===== src/rtl/counter_n.sv =====
`default_nettype none
// ============================================================================
//  Module      : counter_n
//  Description : Parametrised modulo up/down counter with programmable step,
//                wrap or saturate mode, parallel load, carry/borrow pulse,
//                error pulse and combinational terminal count.
//  Revision    : 1.0 - initial release
// ============================================================================
module counter_n #(
    parameter int N   = 8,
    parameter int MOD = 256,
    parameter bit SAT = 1'b0
) (
    input  logic         clk,
    input  logic         rst,
    input  logic         EN,
    input  logic         T,
    input  logic         LD,
    input  logic [N-1:0] D,
    input  logic [N-1:0] STEP,
    output logic [N-1:0] Q,
    output logic         Cout,
    output logic         TC,
    output logic         ERR
);

    // Modulus kept one bit wider than the count so MOD = 2^N is representable.
    localparam logic [N:0]   c_MOD = (N+1)'(MOD);
    localparam logic [N-1:0] c_MAX = N'(MOD - 1);

    logic [N-1:0] r_q;
    logic         r_cout;
    logic         r_err;

    logic [N:0]   w_q_ext;
    logic [N:0]   w_step_ext;
    logic [N:0]   w_d_ext;
    logic [N:0]   w_sum;
    logic [N:0]   w_diff;
    logic [N-1:0] w_sum_wrap;
    logic [N-1:0] w_diff_wrap;
    logic         w_borrow;
    logic         w_ovf;
    logic         w_step_ok;
    logic         w_d_ok;
    logic [N-1:0] w_q_nxt;
    logic         w_cout_nxt;
    logic         w_err_nxt;

    // Shared N+1 bit add/subtract datapath; subtraction is Q + ~STEP + 1 so
    // the extra top bit becomes the borrow flag when STEP > Q.
    assign w_q_ext     = {1'b0, r_q};
    assign w_step_ext  = {1'b0, STEP};
    assign w_d_ext     = {1'b0, D};
    assign w_sum       = w_q_ext + w_step_ext;
    assign w_diff      = w_q_ext + ~w_step_ext + (N+1)'(1);
    assign w_borrow    = w_diff[N];
    assign w_ovf       = (w_sum >= c_MOD);
    assign w_sum_wrap  = N'(w_sum - c_MOD);
    assign w_diff_wrap = N'(w_diff + c_MOD);
    assign w_step_ok   = (w_step_ext < c_MOD);
    assign w_d_ok      = (w_d_ext < c_MOD);

    // Next-state selection: load beats count, count beats hold.
    always_comb begin
        w_q_nxt    = r_q;
        w_cout_nxt = 1'b0;
        w_err_nxt  = 1'b0;
        if (LD) begin
            if (w_d_ok) begin
                w_q_nxt = D;
            end else begin
                w_q_nxt   = c_MAX;
                w_err_nxt = 1'b1;
            end
        end else if (EN) begin
            if (!w_step_ok) begin
                w_err_nxt = 1'b1;
            end else if (!T) begin
                if (!w_ovf) begin
                    w_q_nxt = w_sum[N-1:0];
                end else if (SAT) begin
                    w_q_nxt = c_MAX;
                end else begin
                    w_q_nxt    = w_sum_wrap;
                    w_cout_nxt = 1'b1;
                end
            end else begin
                if (!w_borrow) begin
                    w_q_nxt = w_diff[N-1:0];
                end else if (SAT) begin
                    w_q_nxt = '0;
                end else begin
                    w_q_nxt    = w_diff_wrap;
                    w_cout_nxt = 1'b1;
                end
            end
        end
    end

    // Count, carry and error registers with asynchronous clear.
    always_ff @(posedge clk or posedge rst) begin
        if (rst) begin
            r_q    <= '0;
            r_cout <= 1'b0;
            r_err  <= 1'b0;
        end else begin
            r_q    <= w_q_nxt;
            r_cout <= w_cout_nxt;
            r_err  <= w_err_nxt;
        end
    end

    assign Q    = r_q;
    assign Cout = r_cout;
    assign ERR  = r_err;
    // Terminal count follows T with no register stage.
    assign TC   = T ? (r_q == '0) : (r_q == c_MAX);

endmodule
`default_nettype wire


===== config.mk =====
export PLATFORM = sky130hd
export DESIGN_NAME = counter_n
export DESIGN_NICKNAME = d
export VERILOG_FILES = /design/src/rtl/counter_n.sv
export SDC_FILE = /design/constraint.sdc
export NUM_CORES = 1
export LEC_CHECK = 0
export ABC_CLOCK_PERIOD_IN_PS = 3900
export BUFFER_PORTS_ARGS = -buffer_cell sky130_fd_sc_hd__buf_2
export CORE_UTILIZATION = 56
export CTS_CLUSTER_SIZE = 12
export DETAILED_ROUTE_END_ITERATION = 8
export PLACE_DENSITY = 0.88
export SETUP_SLACK_MARGIN = 0.3
export SYNTH_ARGS = -nofsm -noshare
export SYNTH_HDL_FRONTEND = slang
export SYNTH_SLANG_ARGS = --single-unit
export TNS_END_PERCENT = 50

===== constraint.sdc =====
create_clock -name clk -period 3.9 [get_ports clk]
set_input_delay 0.585 -clock clk [delete_from_list [all_inputs] [get_ports clk]]
set_output_delay 0.585 -clock clk [all_outputs]
set_load 0.02 [all_outputs]

Word-level counts from Yosys, hierarchy flattened
Cells that the tools add are included.
- flip-flop bits (word level): 10
- bits in latches: 0
- bits in writable memories: 0
- ROM bits: 0
- input port bits: 21
- memories: 0
- $add $sub $neg: 5
- multipliers: 0
- divide/modulo/power cells: 0
- $lt $le $gt $ge: 3
- equality and inequality tests: 1
- shift operators: 0
- mux-type cells: 18
- bitwise gates (word level): 1
- reduce and logical (&&, ||, !) cells: 4
- operators by type and width (kind ; count):
    8-bit two-way mux ; 7
    8-bit by 9-bit less-than comparator with 1-bit output, second input constant ; 2
    1-bit two-way mux ; 11
    8-bit by 8-bit adder with 9-bit output ; 1
    8-bit by 9-bit adder with 9-bit output ; 1
    9-bit by 1-bit adder with 9-bit output, second input constant ; 1
    9-bit >= comparator, second input constant ; 1
    8-bit inverter with 9-bit output ; 1
    8-bit by 1-bit adder with 8-bit output, second input constant ; 1
    8-bit == test, second input constant ; 1
    8-bit logical NOT ; 1
    8-bit by 1-bit subtractor with 8-bit output, second input constant ; 1
    2-bit nonzero test ; 2
    2-bit AND reduction ; 1

Depth between registers and ports, before layout
Gate-level depths: netlist of the first run.
- depth after elaboration: 9
- depth in mapped cells: 9
- gate-level depth less buffers: 9

Worst setup path after synthesis of the first run
No wires, ideal clock.
- kind: in2reg
- start: input STEP[0]
- end: register r_q[6], in the netlist Q[6]
- library setup time: 0.069 ns
- arrival: 2.147 ns
- required time: 3.831 ns
- slack: 1.684 ns
- stages on the path: 8
- path through: ha_1 fa_1 nor2b_2 o21ai_2 a21oi_1 or3_1 a211o_1 nand3_1
- longest elaborated chain between the ends: 9
- elaborated cells between the ends (all ways): 16
- classes of those cells: add/sub: 5; order compare: 2; mux: 6; bitwise: 1; reduce/logical: 2
- RTL lines (what ; RTL line ; RTL):
    start: declaration ; 20 ; input logic [N-1:0] STEP,
    8-bit inverter with 9-bit output ; 56 ; assign w_diff = w_q_ext + ~w_step_ext + (N+1)'(1);
    8-bit by 9-bit adder with 9-bit output ; 56 ;
    9-bit by 1-bit adder with 9-bit output ; 56 ;
    8-bit by 1-bit adder with 8-bit output ; 60 ; assign w_diff_wrap = N'(w_diff + c_MOD);
    8-bit two-way mux ; 89 ; if (!w_borrow) begin
    8-bit two-way mux ; 79 ; end else if (!T) begin
    8-bit two-way mux ; 77 ; if (!w_step_ok) begin
    8-bit two-way mux ; 76 ; end else if (EN) begin
    8-bit two-way mux ; 69 ; if (LD) begin
    end signal: assignment ; 108 ; r_q <= w_q_nxt;
    end: declaration ; 31 ; logic [N-1:0] r_q;
Parallel ways exist; a longest one is shown, timed or not. The select of a mux whose other input is x is not followed.
A chain may end at the register's enable or synchronous reset.

Worst setup path after layout of the first run
- start: input T
- end: output TC
- longest elaborated chain between the ends: 1
- RTL lines (what ; RTL line ; RTL):
    start: declaration ; 17 ; input logic T,
    1-bit two-way mux ; 118 ; assign TC = T ? (r_q == '0) : (r_q == c_MAX);
    end: declaration ; 23 ; output logic TC,
Every way passes these cells.

==> metrics.yaml, run 1 <==
setup_viol: 0
cts_buffers: 3
fmax_mhz: 425.9
cts.clk_slew.worst_paths_ps: 60
start_kind: "primary input"
drc_errors: 0
track_usage_pct: 28.23
drive_gt1_share_pct: 22.62
clock-sinks: 9
leakage_nw: 0.6221
grt_pass1_vias: 983
path_cells: "buf_2, clkinv_1, nor4_1, nand3_1, o31ai_1, buf_2"
final_nets: 208
cpPeakStageDelay_ps: 300
cp_num_buf_inv: 3
drt_iter0_drc: 21
pwr-share-comb_pct: 53.5
cts_root_buffer: "clkbuf_4"
ys_ff_latch: 9
ys_warn_count: 0
synth_most_common_cell: "ha_1"
ys_async_sr_fraction_pct: 100.0
p_sw_w: 0.0001923
swShare_pct: 44.21
postCtsHoldBufs: 0
netlist_top_cells_count: "ha_1 (16), inv_1 (12), a21oi_1 (10), o21ai_0 (10), dfrtp_1 (9)"
grt_pass1_wl_um: 4257
syn_to_final_growth_pct: 15.77
num-fill-cells: 149
routed-via-count: 1132
yosysSeqAreaShare_pct: 20.13
crit_path_top_delay_cell: "clkinv_1"
status: "finished clean"
cts.path.max_buffers: 2
path_max_fanout: 10
vdd_drop_max_uv: 242.5
synth_nets: 179
viasPerCell: 5.865
fp.dieW_um: 46.69
rsz0062_at_grt: "no"
cp_top_family: "buffers and inverters"
drtPass1Iterations: 4
post-cts-setup-buffers: 0
endpoint_kind: "primary output"
postSynthCellCount: 140
fin_cells: 193
tns_ps: 0
finalHoldViolCount: 0
rows: 15
fin_crit_sh_pct: 60.20
avgSynthCellArea_um2: 7.990
io_buffers: 30
pin_count: 32
pwr-share-seq_pct: 30.1
grt-ovfl-total: 0
p_clk_share_pct: 16.4
synth.distinct_cells: 43
start_util_pct: 62.08
crit_path_frequent_cell: "buf_2"
internal_power_w: 0.0002427
die_area_mm2: 0.002180
finalCriticalPeriod_ps: 2348
cts_tree: "done"
synth_enable_flop_cells: 0
post_cts_resize_count: 0
n_antenna_cell: 0
yosysTopAreaCell: "dfrtp_1"
skew_ps: 4.926
htree_levels: 1
core-area_mm2: 0.001802
antenna_found_initial: 0
slew_viol_final: 0
wire_per_inst_um: 14.09
grt_max_degree: 21
ant_nets: 0
synth_area_leaders: "dfrtp_1 (20%), ha_1 (18%), a21oi_1 (4.5%)"
p_per_area_mw_per_mm2: 335.9
dp.cells: 189
hpwl_um: 2126
syn_area_mm2: 0.001119
dominantRegCellSynth: "dfrtp_1"
crit_arrival_ps: 1760
gp_congestion: 0.8897
synth_top_area_share_pct: 20.13
wl_um: 2719
maxCapViolCount: 0
hold_class: "primary input to asynchronous set/reset pin"
critPathKind: "primary input to primary output"
clk_latency_ps: 260
die_h_um: 46.69
crit_required_ps: 3310
-- layout make-up --
| class | count | area, µm² | area share, % |
|---|---|---|---|
| timing repair buffer | 30 | 150.1 | 11.59 |
| clock buffer | 4 | 26.28 | 2.029 |
| sequential | 9 | 225.2 | 17.39 |
| inverter | 14 | 52.55 | 4.058 |
| tap | 25 | 31.28 | 2.415 |
| multi-input combinational | 111 | 809.5 | 62.51 |
-- cell usage in the layout, fill, tap and decap left out, drive strengths merged, types with 2 or more instances in the layout --
cell type,count
a21oi,11
buf,30
clkbuf,4
dfrtp,9
fa,2
ha,16
inv,13
nand2,8
nand3,6
nand3b,2
nand4,2
nor2,7
nor2b,5
nor3,4
nor3b,6
o211ai,4
o21ai,15
o311ai,2
or3,2
xnor2,4
-- state kept, by name (all words and copies together), names as in the netlist --
signal and flops:
Q 8, Cout 1
-- power by group through the flow --
| stage | clock (W) | sequential [W] | combinational, W |
|---|---|---|---|
| after floorplan | 0 | 0.000143 | 0.000153 |
| after global placement | 0 | 0.000131 | 0.000218 |
| after detailed placement | 0 | 0.000132 | 0.000227 |
| after CTS | 0.0000729 | 0.000130 | 0.000229 |
| after global routing | 0.0000770 | 0.000133 | 0.000258 |
| final | 0.0000712 | 0.000131 | 0.000233 |
-- kinds of logic after synthesis --
| group | after synthesis | share of synthesized area (%) |
|---|---|---|
| AOI/OAI and AO/OA | 42 | 24.72 |
| xor gates and xnor gates | 4 | 3.132 |
| other | 1 | 0.3352 |
| DFF | 9 | 20.13 |
| and+or+nand+nor | 45 | 21.81 |
| muxes | 1 | 0.8949 |
| buffers and inverters | 20 | 7.493 |
| adders and majority gates | 18 | 21.48 |
-- through the flow --
stage / instance area (µm²) / power, W / util, % / setup WS, ps / hold WS (ps)
after floorplan: 1119 / 0.0002961 / - / 1684 / 412.9
after global placement: 1269 / 0.0003489 / 70.42 / 1515 / 552.7
after detailed placement: 1269 / 0.0003587 / 70.42 / 1492 / 563.4
after CTS: 1295 / 0.0004327 / 71.88 / 1599 / 282.6
after global routing: 1295 / 0.0004689 / 71.88 / 1461 / 306.2
final: 1295 / 0.0004350 / 71.88 / 1552 / 272.3
-- worst register-to-register path: stages, from the launching register on --
cell,delay [ps]
dfrtp_1,450
ha_1,410
nor3b_1,350
nor3_1,130
o311ai_0,290
o21ai_1,170
xnor2_1,260
o21ai_1,80
-- metal layers --
layer  up-vias  GRT usage, %  part of all wire (%)
met2        59         43.89                    46
met4         0         13.14                   3.3
met1       509         38.31                    43
met3        13         3.922                   7.6
met5         -             0                     0
li1        551             -                     -
-- path summary, 6_finish.rpt --
kind / to / slack (ps) / depth (start not counted) / from
hold / removal: Cout / 270 / 2 / rst
max in group asynchronous: Q[1] / 3370 / 2 / rst
hold reg to reg: Q[0] / 720 / 2 / Q[0]
min in group clk: Q[1] / 540 / 3 / D[1]
setup / recovery: TC / 1550 / 6 / T
setup reg to reg: Q[5] / 1650 / 7 / Q[2]
No activity file was read; power rests on OpenSTA's default activity.
==> run 2, diff against run 1 <==
Settings changed: ABC_AREA set to 1, ABC_CLOCK_PERIOD_IN_PS 3900 to 1900, CORE_ASPECT_RATIO set to 0.6, CORE_UTILIZATION 56 to 48, PLACE_DENSITY 0.88 to 0.8.
Clock period 3.9 ns to 1.9 ns, I/O delays scaled along.
==> run 2 against run 1 <==
Clock-buffer cell count is the same. Hold slack lost 260 ps. Largest power group unchanged. Largest cell class unchanged. Sequential share of layout area shrank 3.5 points.
==> metrics.yaml, run 2 <==
yosysTopAreaCell: "dfrtp_1"
finalCriticalPeriod_ps: 1730
rsz0062_at_grt: "yes"
synth_enable_flop_cells: 0  # unchanged
num-fill-cells: 158  # +6.0%
vdd_drop_max_uv: 492.6  # +100%
critPathKind: "flop to flop"
leakage_nw: 0.9062  # +46%
gp_congestion: 0.9165  # +3.0%
cts_root_buffer: "clkbuf_8"
r2r-end: "Q[6]"
pwr-share-comb_pct: 57.6  # +4.1 points
crit_path_top_delay_cell: "dfrtp_2"
finalHoldViolCount: 0  # unchanged
ant_nets: 0  # unchanged
dominantRegCellSynth: "dfrtp_1"
fin_crit_sh_pct: 91.07
drive_gt1_share_pct: 31.17  # +8.5 points
track_usage_pct: 28.84  # +0.61 points
final_cell_mix: "nand2_1 (55), inv_1 (30), buf_2 (30), nand3_1 (15)"
synth_top_area_share_pct: 18.42  # -1.7 points
ys_async_sr_fraction_pct: 100.0  # unchanged
routed-via-count: 1450  # +28%
setup_viol: 0  # unchanged
hold_class: "primary input to asynchronous set/reset pin"
r2r_cells: 11  # +4
path_max_fanout: 5  # -5
wire_per_inst_um: 14.45  # +2.6%
grt-ovfl-total: 0  # unchanged
start_kind: "flop"
pwr-share-seq_pct: 22.2  # -7.9 points
status: "finished clean"
p_clk_share_pct: 20.2  # +3.8 points
path_cells: "inv_2, ha_4, fa_2, inv_2, nand4_1, nand3_1, nand2_1, nand2_1, nand2_1, nand3_1, nand2_1"
tns_ps: 0  # unchanged
slew_viol_final: 0  # unchanged
final_common_cell: "nand2_1"
avgSynthCellArea_um2: 6.537  # -18%
postSynthCellCount: 187  # +34%
final_nets: 271  # +30%
pin_count: 32  # unchanged
drc_errors: 0  # unchanged
drtPass1Iterations: 6  # +2
n_antenna_cell: 0  # unchanged
netlist_top_cells_count: "nand2_1 (55), inv_1 (32), nand3_1 (18), ha_1 (16), nor2_1 (11)"
internal_power_w: 0.0006464  # +170%
syn_area_mm2: 0.001222  # +9.3%
swShare_pct: 44.93  # +0.72 points
drt_iter0_drc: 194  # +820%
fmax_mhz: 577.9
syn_to_final_growth_pct: 34.49
start_util_pct: 53.68  # -8.4 points
endpoint_kind: "flop"
ys_warn_count: 0  # unchanged
die_h_um: 41.09  # -12%
viasPerCell: 5.556  # -5.3%
synth_area_leaders: "dfrtp_1 (18%), nand2_1 (17%), ha_1 (16%)"
r2r_slack_ps: 170  # -1480 ps
hpwl_um: 2616  # +23%
cp_top_family: "simple AND/OR/NAND/NOR gates"
r2r_start: "Q[0]"
clock-sinks: 9  # unchanged
maxCapViolCount: 0  # unchanged
cts.clk_slew.worst_paths_ps: 50  # about the same
largest_register_ffs: 8  # unchanged
crit_required_ps: 2030  # -1280 ps
crit_arrival_ps: 1860  # +100 ps
io_buffers: 30  # unchanged
grt_pass1_vias: 1159  # +18%
antenna_found_initial: 0  # unchanged
skew_ps: 2.960  # -1.967 ps
cp_num_buf_inv: 2  # -1
fp.dieW_um: 67.15  # +44%
p_per_area_mw_per_mm2: 714.0  # +110%
cts_buffers: 3  # unchanged
die_area_mm2: 0.002759  # +27%
grt_pass1_wl_um: 5540  # +30%
crit_path_frequent_cell: "nand2_1"
synth.distinct_cells: 30  # -30%
cts_tree: "done"
rows: 13  # -2
ys_ff_latch: 9  # unchanged
core-area_mm2: 0.002277  # +26%
wl_um: 3772  # +39%
htree_levels: 1  # unchanged
p_sw_w: 0.0005273  # +170%
power.total_w: 0.001174  # +170%
synth_nets: 226  # +26%
cpPeakStageDelay_ps: 430  # +130 ps
clk_latency_ps: 240  # -20 ps
cts.path.max_buffers: 2  # unchanged
grt_max_degree: 13  # -38%
postCtsHoldBufs: 0  # unchanged
synth_most_common_cell: "nand2_1"
yosysSeqAreaShare_pct: 18.42  # -1.7 points
==> run 2: layer usage <==
metal | vias up | routed length, µm | global-route usage, %
met5 | - | 0 | 0
met4 | 0 | 90 | 11.17
met3 | 20 | 392 | 4.444
met2 | 101 | 1494 | 39.75
met1 | 637 | 1795 | 43.72
li1 | 692 | - | -
==> run 2: through the flow <==
| step | instance area, µm² | util, % | hold WS, ps | cells | worst slack (ps) |
|---|---|---|---|---|---|
| 2_1_floorplan | 1255 | - | 112.8 | 187 | 279.4 |
| 3_3_place_gp | 1430 | 62.80 | 273.7 | 246 | 223.4 |
| 3_5_place_dp | 1430 | 62.80 | 273.5 | 246 | 201.2 |
| 4_1_cts | 1564 | 68.68 | 22.91 | 255 | 222.4 |
| 5_1_grt | 1644 | 72.20 | 49.91 | 261 | 79.76 |
| 6_report | 1644 | 72.20 | 13.11 | 261 | 169.6 |
==> run 2: cell type report <==
class | instances | area, µm² | share of cell area, %
multi-input cells | 140 | 930.9 | 56.62
repair buffers | 45 | 277.8 | 16.89
flip-flops and latches | 9 | 229.0 | 13.93
inverters | 33 | 123.9 | 7.534
clock buffers | 4 | 45.04 | 2.740
well taps | 30 | 37.54 | 2.283
==> run 2: power by group through the flow <==
| stage | Combinational (W) | Sequential [W] | Clock (W) |
|---|---|---|---|
| 6_report | 0.000676 | 0.000261 | 0.000237 |
| 5_1_grt | 0.000743 | 0.000264 | 0.000246 |
| 4_1_cts | 0.000596 | 0.000258 | 0.000234 |
| 3_5_place_dp | 0.000550 | 0.000254 | 0 |
| 3_3_place_gp | 0.000544 | 0.000252 | 0 |
| 2_1_floorplan | 0.000355 | 0.000291 | 0 |
==> run 2: how the worst max path moves through the flow <==
stage,from,end,slack (ps),cells past startpoint
detailed placement,Q[0],Q[6],200,10
finish,Q[0],Q[6],170,11
floorplan,Q[0],Q[4],280,9
CTS,Q[2],TC,220,5
global route,Q[1],Q[6],80,10
global placement,Q[0],Q[6],220,10
==> run 2: cells by family (layout without fill, tap and decap cells) <==
group / Yosys count / count (layout) / share of synthesized area [%]
AOI/OAI and AO/OA: 23 / 23 / 12.38
xor gates and xnor gates: 1 / 1 / 0.7166
buffers and inverters: 38 / 82 / 13.61
and+or+nand+nor: 97 / 97 / 34.90
other: 1 / 1 / 0.3068
adders and majority gates: 18 / 18 / 19.65
DFF: 9 / 9 / 18.42
==> run 2: timing repair <==
action                                  4_1_cts  5_1_grt
endpoints found under the setup margin        6        9
buffers inserted                              5        6
resized for setup                             9        9
pin swaps                                     5        4
